File: src/rtl/avs_uart_pkg.sv
// Shared register map, status/error bit positions and transfer-state encoding
// for the Avalon-MM UART responder.
package avs_uart_pkg;

  localparam logic [4:0] RX_BASE     = 5'h00;
  localparam logic [4:0] TX_BASE     = 5'h04;
  localparam logic [4:0] STATUS_BASE = 5'h08;

  localparam int TX_OK_BIT = 6;
  localparam int RX_OK_BIT = 7;

  localparam int ERR_RX_UNDERRUN = 0;
  localparam int ERR_TX_OVERFLOW = 1;
  localparam int ERR_PROTO       = 2;
  localparam int ERR_W           = 3;

  typedef enum logic [1:0] {
    XFER_IDLE  = 2'd0,
    XFER_STALL = 2'd1,
    XFER_DONE  = 2'd2
  } xfer_state_t;

  function automatic logic [31:0] status_word(input logic rx_ok, input logic tx_ok,
                                              input logic [ERR_W-1:0] err);
    logic [31:0] w;
    w = '0;
    w[RX_OK_BIT] = rx_ok;
    w[TX_OK_BIT] = tx_ok;
    w[ERR_W-1:0] = err;
    return w;
  endfunction

endpackage

File: src/rtl/byte_fifo.sv
// Synchronous FIFO with wrap-bit pointers; a full FIFO refuses pushes even
// when a pop happens in the same cycle.
module byte_fifo #(
  parameter int DEPTH = 4,
  parameter int WIDTH = 8
) (
  input  logic             clk,
  input  logic             rst,
  input  logic             push,
  input  logic [WIDTH-1:0] push_data,
  input  logic             pop,
  output logic             full,
  output logic             empty,
  output logic [WIDTH-1:0] head
);

  localparam int AW = $clog2(DEPTH);
  localparam logic [AW:0] PTR_ONE = (AW+1)'(1);
  localparam logic [AW:0] FULL_COUNT = (AW+1)'(DEPTH);

  logic [WIDTH-1:0] mem [DEPTH];
  logic [AW:0]      wptr;
  logic [AW:0]      rptr;
  logic [AW:0]      count;
  logic             do_push;
  logic             do_pop;

  assign count   = wptr - rptr;
  assign full    = (count == FULL_COUNT);
  assign empty   = (count == '0);
  assign do_push = push && !full;
  assign do_pop  = pop && !empty;
  assign head    = mem[rptr[AW-1:0]];

  always_ff @(posedge clk) begin
    if (rst) begin
      wptr <= '0;
      rptr <= '0;
    end else begin
      if (do_push) begin
        mem[wptr[AW-1:0]] <= push_data;
        wptr <= wptr + PTR_ONE;
      end
      if (do_pop) begin
        rptr <= rptr + PTR_ONE;
      end
    end
  end

endmodule

File: src/rtl/avs_uart_responder.sv
// Avalon-MM slave emulating a polled RS232 UART: RX/TX byte FIFOs behind a
// three-register map, with programmable waitrequest stalling per transfer.
module avs_uart_responder
  import avs_uart_pkg::*;
#(
  parameter int RX_DEPTH    = 4,
  parameter int TX_DEPTH    = 4,
  parameter int WAIT_CYCLES = 1
) (
  input  logic             avm_clk,
  input  logic             avm_rst,
  input  logic [4:0]       avm_address,
  input  logic             avm_read,
  output logic [31:0]      avm_readdata,
  input  logic             avm_write,
  input  logic [31:0]      avm_writedata,
  output logic             avm_waitrequest,
  input  logic [7:0]       i_rx_data,
  input  logic             i_rx_valid,
  output logic             o_rx_ready,
  output logic [7:0]       o_tx_data,
  output logic             o_tx_valid,
  input  logic             i_tx_ready,
  output logic [ERR_W-1:0] o_err
);

  localparam logic [3:0] WAIT_LIM = 4'(WAIT_CYCLES);

  xfer_state_t      state_q;
  xfer_state_t      state_d;
  logic [3:0]       wait_cnt_q;
  logic [3:0]       wait_cnt_d;
  logic             req;
  logic             done_window;
  logic             complete;
  logic             rd_done;
  logic             wr_done;
  logic             rx_full;
  logic             rx_empty;
  logic             rx_pop;
  logic [7:0]       rx_head;
  logic             tx_full;
  logic             tx_empty;
  logic             tx_push;
  logic [ERR_W-1:0] err_q;
  logic             unused_wdata;

  assign req = avm_read || avm_write;

  always_ff @(posedge avm_clk) begin
    if (avm_rst) begin
      state_q    <= XFER_IDLE;
      wait_cnt_q <= '0;
    end else begin
      state_q    <= state_d;
      wait_cnt_q <= wait_cnt_d;
    end
  end

  // done_window marks the single cycle in which waitrequest is low.
  always_comb begin
    state_d     = state_q;
    wait_cnt_d  = wait_cnt_q;
    done_window = 1'b0;
    case (state_q)
      XFER_IDLE: begin
        wait_cnt_d = '0;
        if (req) begin
          if (WAIT_CYCLES == 0) begin
            done_window = 1'b1;
          end else begin
            state_d    = XFER_STALL;
            wait_cnt_d = 4'd1;
          end
        end
      end
      XFER_STALL: begin
        if (!req) begin
          state_d    = XFER_IDLE;
          wait_cnt_d = '0;
        end else if (wait_cnt_q == WAIT_LIM) begin
          state_d = XFER_DONE;
        end else begin
          wait_cnt_d = wait_cnt_q + 4'd1;
        end
      end
      XFER_DONE: begin
        done_window = 1'b1;
        state_d     = XFER_IDLE;
        wait_cnt_d  = '0;
      end
      default: begin
        state_d    = XFER_IDLE;
        wait_cnt_d = '0;
      end
    endcase
  end

  assign avm_waitrequest = avm_rst || !done_window;
  assign complete        = done_window && req && !avm_rst;
  assign rd_done         = complete && avm_read;
  assign wr_done         = complete && avm_write && !avm_read;
  assign rx_pop          = rd_done && (avm_address == RX_BASE);
  assign tx_push         = wr_done && (avm_address == TX_BASE);

  // Read data comes only from registered state; no bypass of same-cycle pushes.
  always_comb begin
    avm_readdata = '0;
    if (rd_done) begin
      case (avm_address)
        RX_BASE:     avm_readdata = rx_empty ? 32'h0 : {24'h0, rx_head};
        STATUS_BASE: avm_readdata = status_word(!rx_empty, !tx_full, err_q);
        default:     avm_readdata = '0;
      endcase
    end
  end

  always_ff @(posedge avm_clk) begin
    if (avm_rst) begin
      err_q <= '0;
    end else begin
      if (rx_pop && rx_empty) err_q[ERR_RX_UNDERRUN] <= 1'b1;
      if (tx_push && tx_full) err_q[ERR_TX_OVERFLOW] <= 1'b1;
      if (rd_done && avm_write) err_q[ERR_PROTO] <= 1'b1;
    end
  end

  assign o_err        = err_q;
  assign o_rx_ready   = !rx_full;
  assign o_tx_valid   = !tx_empty;
  assign unused_wdata = &{1'b0, avm_writedata[31:8]};

  byte_fifo #(.DEPTH(RX_DEPTH), .WIDTH(8)) u_rx_fifo (
    .clk       (avm_clk),
    .rst       (avm_rst),
    .push      (i_rx_valid),
    .push_data (i_rx_data),
    .pop       (rx_pop),
    .full      (rx_full),
    .empty     (rx_empty),
    .head      (rx_head)
  );

  byte_fifo #(.DEPTH(TX_DEPTH), .WIDTH(8)) u_tx_fifo (
    .clk       (avm_clk),
    .rst       (avm_rst),
    .push      (tx_push),
    .push_data (avm_writedata[7:0]),
    .pop       (i_tx_ready),
    .full      (tx_full),
    .empty     (tx_empty),
    .head      (o_tx_data)
  );

endmodule

File: config.mk
export PLATFORM = sky130hd
export DESIGN_NAME = avs_uart_responder
export DESIGN_NICKNAME = d
export VERILOG_FILES = /design/src/rtl/avs_uart_pkg.sv /design/src/rtl/byte_fifo.sv /design/src/rtl/avs_uart_responder.sv
export SDC_FILE = /design/constraint.sdc
export NUM_CORES = 1
export LEC_CHECK = 0
export CORE_MARGIN = 1
export CORE_UTILIZATION = 25
export DETAILED_ROUTE_END_ITERATION = 12
export PLACE_DENSITY = 0.56
export SLEW_MARGIN = 20
export SYNTH_ARGS = -nofsm -noshare
export SYNTH_HDL_FRONTEND = slang
export SYNTH_SLANG_ARGS = --single-unit
File: constraint.sdc
create_clock -name avm_clk -period 2.9 [get_ports avm_clk]
set_clock_uncertainty 0.2 [all_clocks]
set_input_delay 0.29 -clock avm_clk [delete_from_list [all_inputs] [get_ports avm_clk]]
set_output_delay 0.29 -clock avm_clk [all_outputs]
set_load 0.005 [all_outputs]
==> run_results.csv <==
group,metric,value,unit
worst_setup_path,cp-start-kind,"input pin",
cts,hold_buffers,0,
power_and_ir_drop,finalPower,0.00282,W
sta,whs,0.292,ns
die,chipWidth,129,um
final_layout,diodes,0,
synth,synth-seq-cells,89,
die,start_util,26.1,%
placed_design,port_buffers,48,
power_and_ir_drop,power_leakage,1.88,nW
global_route,grt_pass1_wl,12300,um
cts,htreeDepth,3,
worst_setup_path,cp.required,2.41,ns
die,coreArea,15400,um2
drt,first_iter_violations,100,
sta,finalSetupViolCount,0,
final_layout,nFillCells,1516,
worst_setup_path,path_common_cell,"clkdlybuf4s50_1",
synth,synth_ff_type,"edfxtp_1",
cts,cts_tree,"done",
final_layout,layout.nets,425,
power_and_ir_drop,p_per_area,542,nW/um2
synth,synth-seq-area-share,60.2,%
global_route,grt_pass1_vias,2470,
final_layout,stdcell_area,5200,um2
worst_setup_path,cp_slowest_cell,"or4b_4",
final_layout,final_common_cell,"edfxtp_1",
sta,slew_headroom,62.1,%
hold_path,min_to,"o_err[0]$_SDFFE_PP0P_",
global_route,grt_max_degree,23,
final_layout,drive_gt1_share,19.8,%
drt,first_pass_iters,4,
cts,clk_latency,0.35,ns
power_and_ir_drop,power_switching,0.000682,W
cts,root_buffer,"clkbuf_16",
power_and_ir_drop,power_frac_clock,40.4,%
hold_path,whs_path_depth,2,
hold_path,worstHoldStart,"o_err[0]$_SDFFE_PP0P_",
worst_setup_path,cp.arrival,2.32,ns
die,boundaryPins,97,
worst_setup_path,r2r-start,"u_rx_fifo.wptr[0]$_SDFFE_PP0P_",
worst_setup_path,worstSetupPathType,"in2out",
worst_setup_path,end_kind,"output pin",
power_and_ir_drop,seqPwrFrac,50.2,%
cts,clockBufferDepth,2,
sta,tightest_slew,0.568,ns
final_layout,area_growth,29.2,%
synth,syn_area_per_cell,14.1,um2
die,die_area,16600,um2
sta,fmax,0.355,GHz
placed_design,hpwl,5400,um
placed_design,placed_cell_area,4810,um2
die,die_h,129,um
cts,clkTransAtPathRegs,0.07,ns
power_and_ir_drop,combPwrFrac,9.5,%
global_route,grt_util_all_layers,10.1,%
power_and_ir_drop,switching_share,24.2,%
worst_setup_path,worstPathCellList,"clkdlybuf4s50_1 -> or4b_4 -> nor4_4 -> o21ai_1 -> buf_4 -> nor2b_1 -> clkdlybuf4s50_1",
hold_path,hp-class,"reg2reg",
worst_setup_path,crit_fanout,5,
synth,synthCells,286,
global_route,grt_overflow,0,
job,cap_violations,0,
sta,rsz0062_at_grt,"no",
worst_setup_path,rr_worst_depth,6,
final_layout,finalNonFillerCells,574,
drt,drc,0,
worst_setup_path,r2r_end,"u_rx_fifo.mem[3][1]$_DFFE_PP_",
synth,synth_enable_flop_cells,64,
cts,numCtsBuffers,9,
die,rows,45,
drt,routed_via_density,4.23,
status,outcome,"completed",
worst_setup_path,rrSetupSlack,0.49,ns
cts,clock-sinks,89,
placed_design,globalplace.congestion,0.788,
synth,yosysUniqueCellTypes,43,
placed_design,dp.cells,554,
worst_setup_path,slowest_delay,0.56,ns
synth,synthArstFlopShare,0,%
drt,ant_nets,0,
global_route,antenna_found_initial,0,
final_layout,layout_common_cells,"64 x edfxtp_1, 43 x clkdlybuf4s50_1, 25 x dfxtp_1, 24 x conb_1, 19 x buf_4",
drt,drt-total-wl,7650,um
sta,hold_viol,0,
drt,vias,2430,
drt,wl_per_cell,13.3,um
sta,period_minus_slack,2.81,ns
worst_setup_path,worstSetupStartpoint,"avm_address[1]",
synth,yosys_warnings,0,
power_and_ir_drop,ir_worst_vdd,0.280,mV
power_and_ir_drop,p_int,0.00214,W
synth,netlist_area,4020,um2
sta,period_share,97.0,%
sta,drv_slew,0,
## what timing repair did
action,4_1_cts,5_1_grt
cloned,0,0
pin swaps,3,0
buffers inserted,2,2
setup endpoints to repair,7,5
gates resized for setup,11,3
## critical path, delay by kind of cell
kind                   cells  cell delay (ns)
buffers and inverters      3             1.09
AOI/OAI and AO/OA          1             0.10
and+or+nand+nor            3             0.84
## worst max path at each step
stage,endpoint,slack [ns],cells past startpoint
after floorplan,u_tx_fifo.mem[3][0]$_DFFE_PP_,0.39,4
after global placement,avm_readdata[6],-0.24,7
after detailed placement,avm_readdata[6],-0.28,7
after CTS,avm_readdata[2],0.003,7
after global routing,avm_readdata[3],0.002,7
final,avm_readdata[5],0.09,7
## synth_stat cells, types with 3 or more instances
cell type | number | area share [%]
xnor2_1 | 7 | 1.5
and3_1 | 5 | 0.78
mux2_2 | 5 | 1.4
dfxtp_1 | 25 | 12
nor2b_1 | 8 | 1.2
o22ai_1 | 4 | 0.62
nand3_1 | 3 | 0.37
mux4_2 | 16 | 9.0
ha_1 | 16 | 5.0
o211ai_1 | 4 | 0.75
o2111ai_1 | 3 | 0.65
edfxtp_1 | 64 | 48
clkbuf_1 | 6 | 0.56
nor2_1 | 12 | 1.1
and2_1 | 5 | 0.78
o31ai_1 | 6 | 1.1
buf_4 | 24 | 4.5
inv_1 | 18 | 1.7
nand2_1 | 7 | 0.65
a21oi_1 | 13 | 1.6
nor3_1 | 6 | 0.75
xor2_1 | 3 | 0.65
## power groups by stage
stage / Clock (W) / Sequential (W) / Combinational, W
floorplan: 0 / 0.00143 / 0.000176
global placement: 0 / 0.00144 / 0.000260
detailed placement: 0 / 0.00145 / 0.000263
CTS: 0.00118 / 0.00142 / 0.000269
global route: 0.00122 / 0.00142 / 0.000297
finish: 0.00114 / 0.00142 / 0.000266
## sequential cells by signal, indices dropped and copies added (netlist names), named ones only
register / count
u_rx_fifo.mem: 32
u_rx_fifo.rptr: 3
u_rx_fifo.wptr: 3
u_tx_fifo.mem: 32
u_tx_fifo.wptr: 3
o_err: 3
wait_cnt_q: 4
state_q: 2
u_tx_fifo.rptr: 3
## per-stage QoR
| step | setup WS, ns | utilization (%) | TNS (ns) |
|---|---|---|---|
| 2_1_floorplan | 0.394 | - | 0 |
| 3_3_place_gp | -0.238 | 31.2 | -0.956 |
| 3_5_place_dp | -0.285 | 31.2 | -1.18 |
| 4_1_cts | 0.00268 | 33.5 | 0 |
| 5_1_grt | 0.00223 | 33.7 | 0 |
| 6_report | 0.0867 | 33.7 | 0 |
## final cells by class
cell class,instances,area [um2],share of cell area [%]
Timing Repair Buffer,70,688,13.2
Clock inverter,7,72.6,1.40
Sequential cell,89,2420,46.6
Tap cell,211,264,5.08
Multi-Input combinational cell,170,1460,28.0
Clock buffer,9,225,4.33
Inverter,18,67.6,1.30
## logic make-up (layout without fill, tap and decap cells)
logic type | count (synthesis) | after routing | share of synthesized area (%)
AOI/OAI and AO/OA | 42 | 42 | 7.12
buffers and inverters | 50 | 104 | 6.94
xor gates and xnor gates | 10 | 10 | 2.18
adders and majority gates | 16 | 16 | 4.98
muxes | 21 | 21 | 10.4
other | 1 | 24 | 0.0933
and+or+nand+nor | 57 | 57 | 8.09
DFF | 89 | 89 | 60.2
## routing by layer
layer | vias up | global-route usage, % | part of all wire, %
li1 | 1171 | - | -
met1 | 1167 | 11.5 | 44
met2 | 79 | 17.4 | 50
met3 | 13 | 3.20 | 4.6
met4 | 0 | 3.94 | 1.5
met5 | - | 0 | 0
Power figures use the tool's default switching activity.
